## src/rtl/sum_n_pkg.sv

```systemverilog
// -----------------------------------------------------------------------------
// sum_n_pkg
// Shared definitions for the sum-of-1..N requester and its optional checker.
//   - FSM state encoding (state_t)
//   - Datapath widths: N_W (operand), SUM_W (result), CNT_W (counters)
//   - expected_sum(n): n*(n+1)/2 evaluated entirely in SUM_W bits
//   - next_n(n): operand sequence step, wrapping 7 -> 1 (0 is never issued)
// -----------------------------------------------------------------------------
package sum_n_pkg;

    localparam int N_W   = 3;
    localparam int SUM_W = 5;
    localparam int CNT_W = 8;

    typedef enum logic [2:0] {
        ST_IDLE = 3'd0,
        ST_REQ  = 3'd1,
        ST_WAIT = 3'd2,
        ST_ACK  = 3'd3,
        ST_GAP  = 3'd4,
        ST_DONE = 3'd5
    } state_t;

    // n*(n+1) can reach 56 and would overflow SUM_W bits, so halve whichever
    // factor is even before multiplying; the product never exceeds 28.
    function automatic logic [SUM_W-1:0] expected_sum(input logic [N_W-1:0] n);
        logic [SUM_W-1:0] a;
        logic [SUM_W-1:0] b;
        if (n[0]) begin
            a = SUM_W'(n);
            b = (SUM_W'(n) + SUM_W'(1)) >> 1;
        end else begin
            a = SUM_W'(n) >> 1;
            b = SUM_W'(n) + SUM_W'(1);
        end
        return a * b;
    endfunction

    function automatic logic [N_W-1:0] next_n(input logic [N_W-1:0] n);
        return (n == N_W'(7)) ? N_W'(1) : n + N_W'(1);
    endfunction

endpackage

```

## src/rtl/sum_n_checker.sv

```systemverilog
// -----------------------------------------------------------------------------
// sum_n_checker
// Compares each captured responder result against n*(n+1)/2 for the operand
// that was issued, and counts mismatches in a saturating counter.
// Ports:
//   clk          in   clock, rising edge
//   reset        in   synchronous active-low reset
//   i_clear      in   clears the error counter (start of a run)
//   i_capture    in   a result is being captured this cycle
//   i_n          in   operand the result belongs to
//   i_sum        in   result returned by the responder
//   o_err_count  out  number of mismatches this run (saturates at all-ones)
// -----------------------------------------------------------------------------
module sum_n_checker
    import sum_n_pkg::*;
(
    input  logic             clk,
    input  logic             reset,
    input  logic             i_clear,
    input  logic             i_capture,
    input  logic [N_W-1:0]   i_n,
    input  logic [SUM_W-1:0] i_sum,
    output logic [CNT_W-1:0] o_err_count
);

    logic             w_mismatch;
    logic [CNT_W-1:0] r_err_count;

    assign w_mismatch  = (i_sum != expected_sum(i_n));
    assign o_err_count = r_err_count;

    always_ff @(posedge clk) begin
        if (!reset) begin
            r_err_count <= '0;
        end else if (i_clear) begin
            r_err_count <= '0;
        end else if (i_capture && w_mismatch && (r_err_count != '1)) begin
            r_err_count <= r_err_count + CNT_W'(1);
        end
    end

endmodule

```

## src/rtl/sum_n_requester.sv

```systemverilog
// -----------------------------------------------------------------------------
// sum_n_requester
// Initiator side of the sum-of-1..N handshake. After a start pulse it issues
// NUM_REQ requests (N = N_START, N_START+1, ..., 7, 1, 2, ...), captures each
// returned sum, acknowledges the responder, and pulses done at the end.
//
// Handshake: every strobe is a single-cycle pulse, there is no back-pressure.
// N_valid_out is high for exactly one cycle with N stable (N then holds until
// the next request); sum_valid_in is only honoured in WAIT; sum_ack is high
// for exactly one cycle per request, including requests that timed out.
//
// Build option: define SUM_CHECK_EN to instantiate sum_n_checker and count
// result mismatches in err_count; otherwise err_count is tied to zero.
//
// Ports:
//   clk            in   clock, rising edge
//   reset          in   synchronous active-low reset
//   start          in   one-cycle pulse, begins a run from IDLE
//   N              out  operand to responder
//   N_valid_out    out  one-cycle request strobe
//   sum_in         in   result from responder
//   sum_valid_in   in   one-cycle result-valid pulse
//   sum_ack        out  one-cycle acknowledge
//   busy           out  high from start accepted until DONE
//   done           out  one-cycle run-complete pulse
//   last_sum       out  most recently captured sum_in
//   req_count      out  requests completed this run
//   timeout_count  out  requests that timed out this run
//   err_count      out  result mismatches (SUM_CHECK_EN only)
//   o_dbg_state    out  current FSM state (state_t encoding)
// -----------------------------------------------------------------------------
module sum_n_requester
    import sum_n_pkg::*;
#(
    parameter int NUM_REQ = 8,
    parameter int N_START = 1,
    parameter int TIMEOUT = 16,
    parameter int GAP     = 2
) (
    input  logic             clk,
    input  logic             reset,
    input  logic             start,
    output logic [N_W-1:0]   N,
    output logic             N_valid_out,
    input  logic [SUM_W-1:0] sum_in,
    input  logic             sum_valid_in,
    output logic             sum_ack,
    output logic             busy,
    output logic             done,
    output logic [SUM_W-1:0] last_sum,
    output logic [CNT_W-1:0] req_count,
    output logic [CNT_W-1:0] timeout_count,
    output logic [CNT_W-1:0] err_count,
    output logic [2:0]       o_dbg_state
);

    state_t           r_state;
    state_t           w_next_state;
    logic [N_W-1:0]   r_n;          // operand currently in use (resets to N_START)
    logic [N_W-1:0]   r_n_out;      // visible copy of r_n, resets to 0
    logic [SUM_W-1:0] r_last_sum;
    logic [CNT_W-1:0] r_req_count;
    logic [CNT_W-1:0] r_timeout_count;
    logic [15:0]      r_cnt;        // cycles spent in the current state
    logic             w_capture;
    logic             w_timeout;
    logic             w_last_req;
    logic             w_n_valid;
    logic             w_ack;
    logic             w_busy;
    logic             w_done;
    logic [CNT_W-1:0] w_err_count;

    assign w_capture  = (r_state == ST_WAIT) && sum_valid_in;
    // A result arriving on the final WAIT cycle wins over the timeout.
    assign w_timeout  = (r_state == ST_WAIT) && !sum_valid_in &&
                        (r_cnt == 16'(TIMEOUT - 1));
    assign w_last_req = ({1'b0, r_req_count} + 9'd1) == 9'(NUM_REQ);

    // State register
    always_ff @(posedge clk) begin
        if (!reset) begin
            r_state <= ST_IDLE;
        end else begin
            r_state <= w_next_state;
        end
    end

    // Next-state and strobe decode
    always_comb begin
        w_next_state = r_state;
        w_n_valid    = 1'b0;
        w_ack        = 1'b0;
        w_busy       = 1'b0;
        w_done       = 1'b0;
        case (r_state)
            ST_IDLE: begin
                if (start) begin
                    w_next_state = ST_REQ;
                end
            end
            ST_REQ: begin
                w_n_valid    = 1'b1;
                w_busy       = 1'b1;
                w_next_state = ST_WAIT;
            end
            ST_WAIT: begin
                w_busy = 1'b1;
                if (w_capture || w_timeout) begin
                    w_next_state = ST_ACK;
                end
            end
            ST_ACK: begin
                w_ack        = 1'b1;
                w_busy       = 1'b1;
                w_next_state = w_last_req ? ST_DONE : ST_GAP;
            end
            ST_GAP: begin
                w_busy = 1'b1;
                if (r_cnt == 16'(GAP - 1)) begin
                    w_next_state = ST_REQ;
                end
            end
            ST_DONE: begin
                w_done       = 1'b1;
                w_next_state = ST_IDLE;
            end
            default: begin
                w_next_state = ST_IDLE;
            end
        endcase
    end

    // Datapath: operand, captured result, counters
    always_ff @(posedge clk) begin
        if (!reset) begin
            r_n             <= N_W'(N_START);
            r_n_out         <= '0;
            r_last_sum      <= '0;
            r_req_count     <= '0;
            r_timeout_count <= '0;
            r_cnt           <= '0;
        end else begin
            // Restart the dwell counter on every state change so WAIT and GAP
            // both measure from their first cycle.
            if (r_state != w_next_state) begin
                r_cnt <= '0;
            end else begin
                r_cnt <= r_cnt + 16'd1;
            end

            case (r_state)
                ST_IDLE: begin
                    if (start) begin
                        r_n             <= N_W'(N_START);
                        r_n_out         <= N_W'(N_START);
                        r_last_sum      <= '0;
                        r_req_count     <= '0;
                        r_timeout_count <= '0;
                    end
                end
                ST_WAIT: begin
                    if (w_capture) begin
                        r_last_sum <= sum_in;
                    end
                    if (w_timeout && (r_timeout_count != '1)) begin
                        r_timeout_count <= r_timeout_count + CNT_W'(1);
                    end
                end
                ST_ACK: begin
                    if (r_req_count != '1) begin
                        r_req_count <= r_req_count + CNT_W'(1);
                    end
                end
                ST_GAP: begin
                    if (w_next_state == ST_REQ) begin
                        r_n     <= next_n(r_n);
                        r_n_out <= next_n(r_n);
                    end
                end
                default: begin
                end
            endcase
        end
    end

`ifdef SUM_CHECK_EN
    sum_n_checker u_checker (
        .clk         (clk),
        .reset       (reset),
        .i_clear     ((r_state == ST_IDLE) && start),
        .i_capture   (w_capture),
        .i_n         (r_n),
        .i_sum       (sum_in),
        .o_err_count (w_err_count)
    );
`else
    assign w_err_count = '0;
`endif

    assign N             = r_n_out;
    assign N_valid_out   = w_n_valid;
    assign sum_ack       = w_ack;
    assign busy          = w_busy;
    assign done          = w_done;
    assign last_sum      = r_last_sum;
    assign req_count     = r_req_count;
    assign timeout_count = r_timeout_count;
    assign err_count     = w_err_count;
    assign o_dbg_state   = r_state;

endmodule

```

## config.mk

```make
export PLATFORM = sky130hd
export DESIGN_NAME = sum_n_requester
export DESIGN_NICKNAME = d
export VERILOG_FILES = /design/src/rtl/sum_n_pkg.sv /design/src/rtl/sum_n_checker.sv /design/src/rtl/sum_n_requester.sv
export SDC_FILE = /design/constraint.sdc
export NUM_CORES = 1
export LEC_CHECK = 0
export ABC_CLOCK_PERIOD_IN_PS = 5700
export BUFFER_PORTS_ARGS = -buffer_cell sky130_fd_sc_hd__buf_4
export CAP_MARGIN = 20
export CORE_UTILIZATION = 58
export DETAILED_ROUTE_END_ITERATION = 8
export GPL_TIMING_DRIVEN = 0
export PLACE_DENSITY = 0.82
export SYNTH_ARGS = -nofsm -noshare
export SYNTH_HDL_FRONTEND = slang
export SYNTH_SLANG_ARGS = --single-unit
```

## constraint.sdc

```tcl
create_clock -name clk -period 5.7 [get_ports clk]
set_input_delay 0 -clock clk [delete_from_list [all_inputs] [get_ports clk]]
set_output_delay 0 -clock clk [all_outputs]
set_load 0.1 [all_outputs]
```

==> results_dict.tcl, run 1 <==
set metrics [dict create \
    status "finished, final reports clean" \
    ys_seq_area_frac 0.392 \
    post-route-period-util 0.387 \
    synth_seq_cells 44 \
    drive_gt1_frac 0.205 \
    synth_ff_type "dfxtp_1" \
    clk_path_buf_depth 2 \
    htreeDepth 2 \
    multi_input_area_sq_mm 0.00122 \
    design_area_sq_mm 0.00276 \
    clockRootBuffer "clkbuf_8" \
    die_w_um 64.2 \
    tightest_slew_ps 534 \
    numCtsBuffers 5 \
    yosys.area.top_type_share 0.392 \
    place_congestion 0.825 \
    antenna_left 0 \
    synth.area.top_cells "dfxtp_1 39%, nor2_1 4.5%, o21ai_0 4.5%" \
    synth_common_cells "44 x dfxtp_1, 27 x nor2_1, 21 x nand2_1" \
    yosysWarnings 0 \
    clk_latency_ps 300 \
    wl_per_cell_um 12.9 \
    antenna_cells 0 \
    end_kind "flop" \
    rsz0062_at_grt "no" \
    first_global_vias 1870 \
    fin_ws_ps 3500 \
    grt_antenna_before_repair 0 \
    instances_no_fill 370 \
    dieHeight_um 64.2 \
    cts.sinks 44 \
    vdd_drop_max_mv 0.206 \
    cp.required_ps 5940 \
    synth_enable_flop_cells 0 \
    viasPerCell 5.55 \
    yosysMostFrequentCell "dfxtp_1" \
    initial_core_util 0.609 \
    cts_tree "built" \
    globalRoute.totalOverflow 0 \
    dp_hpwl_um 3450 \
    syn2layout_area_growth_pct 23.1 \
    routed_wl_um 4780 \
    die_area_sq_mm 0.00412 \
    fmax_mhz 454 \
    ys_types 43 \
    port_buffers 38 \
    fin_crit_ps 2200 \
    fillCellCount 312 \
    worstSetupPathType "flop to flop" \
    top_layer "met4" \
    cellPowerDensity_mw_per_mm2 262 \
    first_iter_violations 128 \
    arrival_ps 2440 \
    seq_area_sq_um 881 \
    drv_cap 0 \
    critical_path.startpoint_type "flop" \
    syn_avg_cell_area_sq_um 8.41 \
    dp_slack_ps 3520 \
    grt_usage 0.250 \
    io_pins 48 \
    via_count 2054 \
    async_flop_share 0 \
    placeableCoreArea_sq_mm 0.00369 \
    met3WireLength_um 152 \
    slew_violations 0 \
    drc 0 \
    utilization 0.749 \
    place_inst 360 \
    p_leak_nw 1.08 \
    rows 22 \
    clkTransAtPathRegs_ps 80 \
    first_pass_iters 4 \
    wirelength_met1_um 2120 \
    post_cts_resized 0 \
    hold_class "input port to flop" \
    grt_max_degree 14 \
    relSlewSlack 0.639 \
    dpl-instance-area_sq_mm 0.00262 \
    grt_pass1_wl_um 8090 \
    cp_max_fo 10 \
    met2_wirelength_um 2430 \
    num-nets-final 337 \
    final.setup.tns_ps 0 \
    fin_worst_skew_ps 7.33 \
    synth_area_sq_mm 0.00224 \
    setup_viol 0 \
    synth_cells 267 \
    yosysTopAreaCell "dfxtp_1" \
    hold_violations 0 \
]
[where the power goes]
part,internal [mW],switching (mW)
sequential,0.313,0.00626
clock,0.155,0.104
combinational,0.0348,0.111
total,0.503,0.221
[flip-flops by register name, summed over array words and instances (netlist names)]
signal and flops:
last_sum 5, req_count 8, r_n 3, N 1
timeout_count 8, o_dbg_state 3, r_cnt 16
[worst max-delay path, stage by stage, from the launching register on]
cell and delay [ps]:
dfxtp_1 340, ha_1 230, and3_1 180, clkbuf_1 170
a41oi_1 240, o221ai_1 170, or3b_1 370, clkbuf_2 170
buf_6 160, nor2_1 100
[layout make-up]
class	instances	share of cell area
timing repair buffer	40	0.111
sequential	44	0.319
clock inverter	1	0.0109
clock buffer	7	0.0349
tap	48	0.0217
buffer	21	0.0507
multi-input combinational	202	0.443
inverter	7	0.00951
[stage by stage]
| step | power (mW) | hold WS [ps] |
|---|---|---|
| after global placement | 0.470 | 293 |
| after global routing | 0.755 | 15.1 |
| after CTS | 0.728 | 2.59 |
| after floorplan | 0.443 | 138 |
| final | 0.724 | 7.14 |
| after detailed placement | 0.471 | 313 |
[cells by family after synthesis]
family                     synth area share
other                               0.00167
DFF                                   0.392
xor gates and xnor gates             0.0624
buffers and inverters                0.0741
and+or+nand+nor                       0.275
muxes                                0.0139
AOI/OAI and AO/OA                     0.141
adders and majority gates            0.0390
[metal layers]
layer / GRT usage / vias up
met5: 0 / -
met4: 0.100 / 0
met3: 0.0571 / 7
met2: 0.445 / 37
met1: 0.287 / 967
li1: - / 1043
[placed cells by master, fill, tap and decap left out, types with 3 or more instances in the layout]
cell and instances:
buf_4 48, clkbuf_8 7, nand3_1 12, nor4_1 4
conb_1 8, buf_6 3, and3_1 6, dfxtp_1 44
nor3b_1 3, nor2b_1 4, or3_1 7, a21oi_1 9
xor2_1 6, clkbuf_1 6, nor2_1 27, ha_1 7
nand2_1 21, a21boi_0 8, nand4_1 12, o21ai_0 20
a31oi_1 6, xnor2_1 10, nor3_1 6, and4_1 3
inv_1 7
[timing repair]
item	in CTS	in global routing
hold buffers	2	0
hold endpoints to repair	2	0
buffers inserted	0	0
[worst paths after layout]
check | depth (start not counted) | slack [ps] | to | startpoint
hold reg to reg | 2 | 460 | last_sum[3] | last_sum[3]
hold / removal | 3 | 7 | last_sum[3] | sum_in[3]
setup reg to reg | 9 | 3500 | r_cnt[11] | r_cnt[0]
setup / recovery | 9 | 3500 | r_cnt[11] | r_cnt[0]
Note: power is estimated with default switching activity, not from simulation.
==> run 2, diff against run 1 <==
--- a/config.mk
+++ b/config.mk
@@ -5,13 +5,14 @@
 export SDC_FILE = /design/constraint.sdc
 export NUM_CORES = 1
 export LEC_CHECK = 0
-export ABC_CLOCK_PERIOD_IN_PS = 5700
+export ABC_AREA = 1
+export ABC_CLOCK_PERIOD_IN_PS = 2000
 export BUFFER_PORTS_ARGS = -buffer_cell sky130_fd_sc_hd__buf_4
 export CAP_MARGIN = 20
-export CORE_UTILIZATION = 58
+export CORE_UTILIZATION = 49
 export DETAILED_ROUTE_END_ITERATION = 8
 export GPL_TIMING_DRIVEN = 0
-export PLACE_DENSITY = 0.82
+export PLACE_DENSITY = 0.73
 export SYNTH_ARGS = -nofsm -noshare
 export SYNTH_HDL_FRONTEND = slang
 export SYNTH_SLANG_ARGS = --single-unit
==> constraint.sdc (replaced) <==
create_clock -name clk -period 2 [get_ports clk]
set_input_delay 0 -clock clk [delete_from_list [all_inputs] [get_ports clk]]
set_output_delay 0 -clock clk [all_outputs]
set_load 0.1 [all_outputs]
==> run 2 against run 1 <==
Synthesized cell count increased by 28%. Critical endpoint is now busy. Total power rose to 3.2 times the previous value. Clock power rose to 2.6 times the previous value. Worst setup slack got worse by 3400 ps. Via count rose by 12%. First-iteration DRC count unchanged. Register-to-register slack lost 3300 ps. Non-clock buffer count shrank 1. Core utilization down 11 points. Clock skew increased by 2.5 ps. Largest power group unchanged. Wire length is 7.0% higher.
==> results_dict.tcl, run 2 <==
set metrics [dict create \
    status "finished, final reports clean" \
    fmax_mhz 526 \
    synth_area_sq_mm 0.00239 \
    end_kind "output pin" \
    routed_wl_um 5110 \
    clk_path_buf_depth 2 \
    relSlewSlack 0.666 \
    whs_path_depth 5 \
    worst_path_largest_cell_delay_ps 400 \
    multi_input_area_sq_mm 0.00132 \
    first_pass_iters 4 \
    reg2reg_to "req_count[5]" \
    synth.area.top_cells "dfxtp_1 37%, nand2_1 10%, nor2_1 8.2%" \
    post-route-period-util 0.950 \
    synth_cells 341 \
    async_flop_share 0 \
    syn_avg_cell_area_sq_um 7.02 \
    ys_types 29 \
    fin_crit_ps 1900 \
    yosys.area.top_type_share 0.368 \
    placeableCoreArea_sq_mm 0.00472 \
    regToRegSetupSlack_ps 180 \
    rsz0062_at_grt "no" \
    largest_reg_flops 16 \
    antenna_left 0 \
    syn2layout_area_growth_pct 26.7 \
    yosysWarnings 0 \
    hold_path_end "o_dbg_state[0]" \
    cpMostUsedCell "inv_1" \
    first_iter_violations 128 \
    cp_max_fo 10 \
    cts_tree "built" \
    fillCellCount 454 \
    fin_worst_skew_ps 9.81 \
    setup_viol 0 \
    hold-worst-slack_ps 111 \
    drv_cap 0 \
    total_power_mw 2.28 \
    mostFrequentLayoutCells "64 x nand2_1, 52 x nor2_1, 49 x buf_4, 36 x inv_1, 34 x dfxtp_1" \
    wl_per_cell_um 10.9 \
    hold_violations 0 \
    synth_enable_flop_cells 0 \
    drive_gt1_frac 0.229 \
    worstSetupPathType "flop to output pin" \
    first_global_vias 2056 \
    grt_pass1_wl_um 8550 \
    rows 25 \
    synth_ff_type "dfxtp_1" \
    dp_slack_ps 104 \
    final_common_cell "nand2_1" \
    reg2reg_depth 9 \
    clkTransAtPathRegs_ps 90 \
    fin_ws_ps 100 \
    globalRoute.totalOverflow 0 \
    initial_core_util 0.507 \
    p_leak_nw 1.30 \
    numCtsBuffers 5 \
    slew_violations 0 \
    num-nets-final 417 \
    htreeDepth 2 \
    cp.required_ps 2000 \
    antenna_cells 0 \
    tightest_slew_ps 500 \
    port_buffers 39 \
    die_area_sq_mm 0.00517 \
    viasPerCell 4.92 \
    clk_latency_ps 300 \
    vdd_drop_max_mv 0.622 \
    drc 0 \
    hold_class "input port to flop" \
    die_w_um 71.9 \
    dp_hpwl_um 3850 \
    dieHeight_um 71.9 \
    via_count 2308 \
    grt_usage 0.206 \
    yosysMostFrequentCell "nand2_1" \
    crit_chain "inv_1 > nand3_4 > inv_1 > buf_2 > or2_2 > inv_1 > nand3_2 > buf_6" \
    hp-start "sum_valid_in" \
    arrival_ps 1900 \
    ys_seq_area_frac 0.368 \
    synth_common_cells "65 x nand2_1, 52 x nor2_1, 44 x dfxtp_1" \
    grt_antenna_before_repair 0 \
    yosysTopAreaCell "dfxtp_1" \
    critical_path.startpoint_type "flop" \
    clockRootBuffer "clkbuf_8" \
    place_congestion 0.862 \
    largest-register "r_cnt" \
    cts.sinks 44 \
    r2r_start "o_dbg_state[0]" \
    grt_max_degree 14 \
    cellPowerDensity_mw_per_mm2 753 \
    synth_seq_cells 44 \
    io_pins 48 \
    seq_area_sq_um 901 \
    slowest_stage "dfxtp_4" \
]
run 2: cell types whose count changed after synthesis, sizes merged, moves of 10 or more:
cell,before,now
nand3,12,22
a21oi,9,26
nand2,21,66
nor2,27,61
o21ai,21,11
inv,7,40
run 2: kinds of logic (layout without fill, tap and decap cells):
logic type               after synthesis  in the layout  share of synthesized area
buffers and inverters                 55            109                      0.105
flip-flops                            44             44                      0.368
AND/OR/NAND/NOR                      173            173                      0.325
adder cells (fa/ha/maj)                7              7                     0.0366
XOR/XNOR                              21             21                     0.0768
other                                  1              8                    0.00157
AO/OA/AOI/OAI                         40             40                     0.0868
run 2: routing by layer:
layer  track usage  up-vias  wire (um)
met5             0        -          0
met4        0.0675        0         61
met3        0.0403        7        253
met2         0.346       59       2410
met1         0.269     1048       2380
li1              -     1194          -
run 2: worst max path at each step:
stage,cells past startpoint,slack [ps],to,from
2_1_floorplan,8,-460,req_count[5],o_dbg_state[0]
3_3_place_gp,8,130,busy,o_dbg_state[0]
3_5_place_dp,8,100,busy,o_dbg_state[0]
4_1_cts,8,30,busy,o_dbg_state[2]
5_1_grt,8,4,busy,o_dbg_state[2]
6_report,8,100,busy,o_dbg_state[2]
run 2: metrics by stage:
step	std cells	TNS, ps	area (sq um)	utilization
after detailed placement	454	0	2840	0.600
final	469	0	3030	0.642
after global routing	469	0	3030	0.642
after global placement	454	0	2840	0.600
after floorplan	348	-4430	2460	-
after CTS	469	0	3030	0.641
run 2: worst max-delay path, delay by kind of cell, from the launching register on:
family                 cells  cell delay [ps]
buffers and inverters      5              690
and+or+nand+nor            3              510
DFF                        1              400
run 2: cell type report:
type / instances / area share
Buffer: 14 / 0.0326
Clock buffer: 6 / 0.0239
Clock inverter: 2 / 0.0116
Inverter: 41 / 0.0520
Multi-Input combinational cell: 249 / 0.435
Sequential cell: 44 / 0.297
Tap cell: 67 / 0.0277
Timing Repair Buffer: 46 / 0.120
run 2: power by group:
part | leakage (nW) | total, mW | internal, mW | switching, mW
registers | 0.363 | 0.950 | 0.913 | 0.0372
logic | 0.881 | 0.657 | 0.148 | 0.509
clock network | 0.0552 | 0.674 | 0.371 | 0.303
run 2: what timing repair did:
item | 4_1_cts | 5_1_grt
setup buffers | 1 | 0
hold buffers | 6 | 0
pin swaps | 0 | 0
gates resized for setup | 4 | 3
setup endpoints to repair | 1 | 2
endpoints found under the hold margin | 6 | 0
==> run 3, diff against run 2 <==
--- a/config.mk
+++ b/config.mk
@@ -5,14 +5,13 @@
 export SDC_FILE = /design/constraint.sdc
 export NUM_CORES = 1
 export LEC_CHECK = 0
-export ABC_AREA = 1
 export ABC_CLOCK_PERIOD_IN_PS = 2000
 export BUFFER_PORTS_ARGS = -buffer_cell sky130_fd_sc_hd__buf_4
 export CAP_MARGIN = 20
 export CORE_UTILIZATION = 49
 export DETAILED_ROUTE_END_ITERATION = 8
 export GPL_TIMING_DRIVEN = 0
-export PLACE_DENSITY = 0.73
+export PLACE_DENSITY = 0.74
 export SYNTH_ARGS = -nofsm -noshare
 export SYNTH_HDL_FRONTEND = slang
 export SYNTH_SLANG_ARGS = --single-unit
==> run 3 against run 2 <==
Via count is 11% lower. Register-to-register slack worse by 120 ps. Critical path depth shrank 3. Combinational power is 28% lower. Sequential share of layout area increased by 1.3 points. Worst hold slack worse by 100 ps. Core utilization increased by 3.0 points. Sequential power down 4.5%. Critical path type is now flop to flop. Largest power group unchanged.
==> results_dict.tcl, run 3 (synthesized netlist as in run 1, its figures left out) <==
set metrics [dict create \
    rows 24 \
    whs_path_depth 3 \
    placeableCoreArea_sq_mm 0.00438 \
    io_pins 48 \
    arrival_ps 2160 \
    initial_core_util 0.512 \
    instances_no_fill 380 \
    drive_gt1_frac 0.314 \
    slew_violations 0 \
    grt_antenna_before_repair 0 \
    first_iter_violations 118 \
    fin_crit_ps 1940 \
    first_global_vias 1849 \
    mostFrequentLayoutCells "54 x buf_4, 27 x dfxtp_1, 27 x nor2_1, 21 x nand2_1, 19 x o21ai_0" \
    antenna_cells 0 \
    vdd_drop_max_mv 0.435 \
    worst_path_largest_cell_delay_ps 490 \
    antenna_left 0 \
    routed_wl_um 5020 \
    critical_path.startpoint_type "flop" \
    slowest_stage "or3b_2" \
    numCtsBuffers 5 \
    place_congestion 0.822 \
    tightest_slew_ps 524 \
    hold_violations 0 \
    grt_max_degree 13 \
    drc 0 \
    port_buffers 38 \
    wl_per_cell_um 13.2 \
    globalRoute.totalOverflow 0 \
    fmax_mhz 515 \
    largest-register "r_cnt" \
    die_area_sq_mm 0.00486 \
    via_count 2051 \
    crit_chain "or3b_4 > a311oi_4 > a31oi_4 > or3b_2 > a21boi_1" \
    hold_class "input port to flop" \
    die_w_um 69.7 \
    p_leak_nw 1.15 \
    grt_pass1_wl_um 8330 \
    post-route-period-util 0.971 \
    htreeDepth 2 \
    total_power_mw 1.91 \
    cts.sinks 44 \
    fin_worst_skew_ps 3.92 \
    setup_viol 0 \
    largest_reg_flops 16 \
    worstSetupPathType "flop to flop" \
    cp_max_fo 7 \
    cts_tree "built" \
    grt_usage 0.210 \
    viasPerCell 5.40 \
    dieHeight_um 69.7 \
    clkTransAtPathRegs_ps 80 \
    cp.required_ps 2220 \
    clk_latency_ps 290 \
    num-nets-final 343 \
    clk_path_buf_depth 2 \
    cellPowerDensity_mw_per_mm2 649 \
    place_inst 364 \
    final_common_cell "buf_4" \
    regToRegSetupSlack_ps 60 \
    relSlewSlack 0.650 \
    clockRootBuffer "clkbuf_8" \
    reg2reg_depth 5 \
    drv_cap 0 \
    syn2layout_area_growth_pct 31.3 \
    end_kind "flop" \
    final.setup.tns_ps 0 \
    status "finished, final reports clean" \
    first_pass_iters 4 \
    dp_hpwl_um 3450 \
]
## run 3: worst paths after layout
path | startpoint | end
setup / recovery | o_dbg_state[2] | timeout_count[1]
hold reg to reg | last_sum[0] | last_sum[0]
hold / removal | sum_in[1] | last_sum[1]
setup reg to reg | o_dbg_state[2] | timeout_count[1]
## run 3: power breakdown
part	switching [mW]	total (mW)	internal, mW
Clock	0.289	0.532	0.243
Combinational	0.336	0.472	0.136
Sequential	0.0173	0.907	0.890
## run 3: routing by layer
metal  GRT usage  share of wire  vias to the layer above
met3      0.0436          0.044                        8
met4      0.0556          0.011                        0
met5           0              0                        -
met1       0.272           0.46                      939
li1            -              -                     1051
met2       0.354           0.49                       53
## run 3: worst max-delay path: cells and delay by family, from the launching register on
kind	cells	cell delay [ps]
and+or+nand+nor	2	920
AOI/OAI and AO/OA	3	580
DFF	1	370
## run 3: cell type report
type	count	area (sq um)
Sequential cell	44	915
Timing Repair Buffer	48	374
Multi-Input combinational cell	202	1350
Buffer	19	136
Fill cell	382	1440
Clock inverter	1	3.75
Inverter	7	26.3
Tap cell	52	65.1
Clock buffer	7	76.3
## run 3: repair_timing
action                                  in CTS  in global routing
endpoints found under the setup margin      25                 20
endpoints found under the hold margin        2                  0
pin swaps                                    0                  6
buffers inserted                             0                  8
gates resized for setup                      8                 13
hold buffers                                 2                  0
## run 3: stage by stage
step	hold WS (ps)	utilization	setup slack (ps)	area [sq um]
2_1_floorplan	131	-	-12.9	2330
3_3_place_gp	286	0.611	-163	2680
3_5_place_dp	293	0.611	-219	2680
4_1_cts	0.473	0.641	-0.246	2810
5_1_grt	7.12	0.672	-18.5	2950
6_report	8.25	0.672	57.8	2950
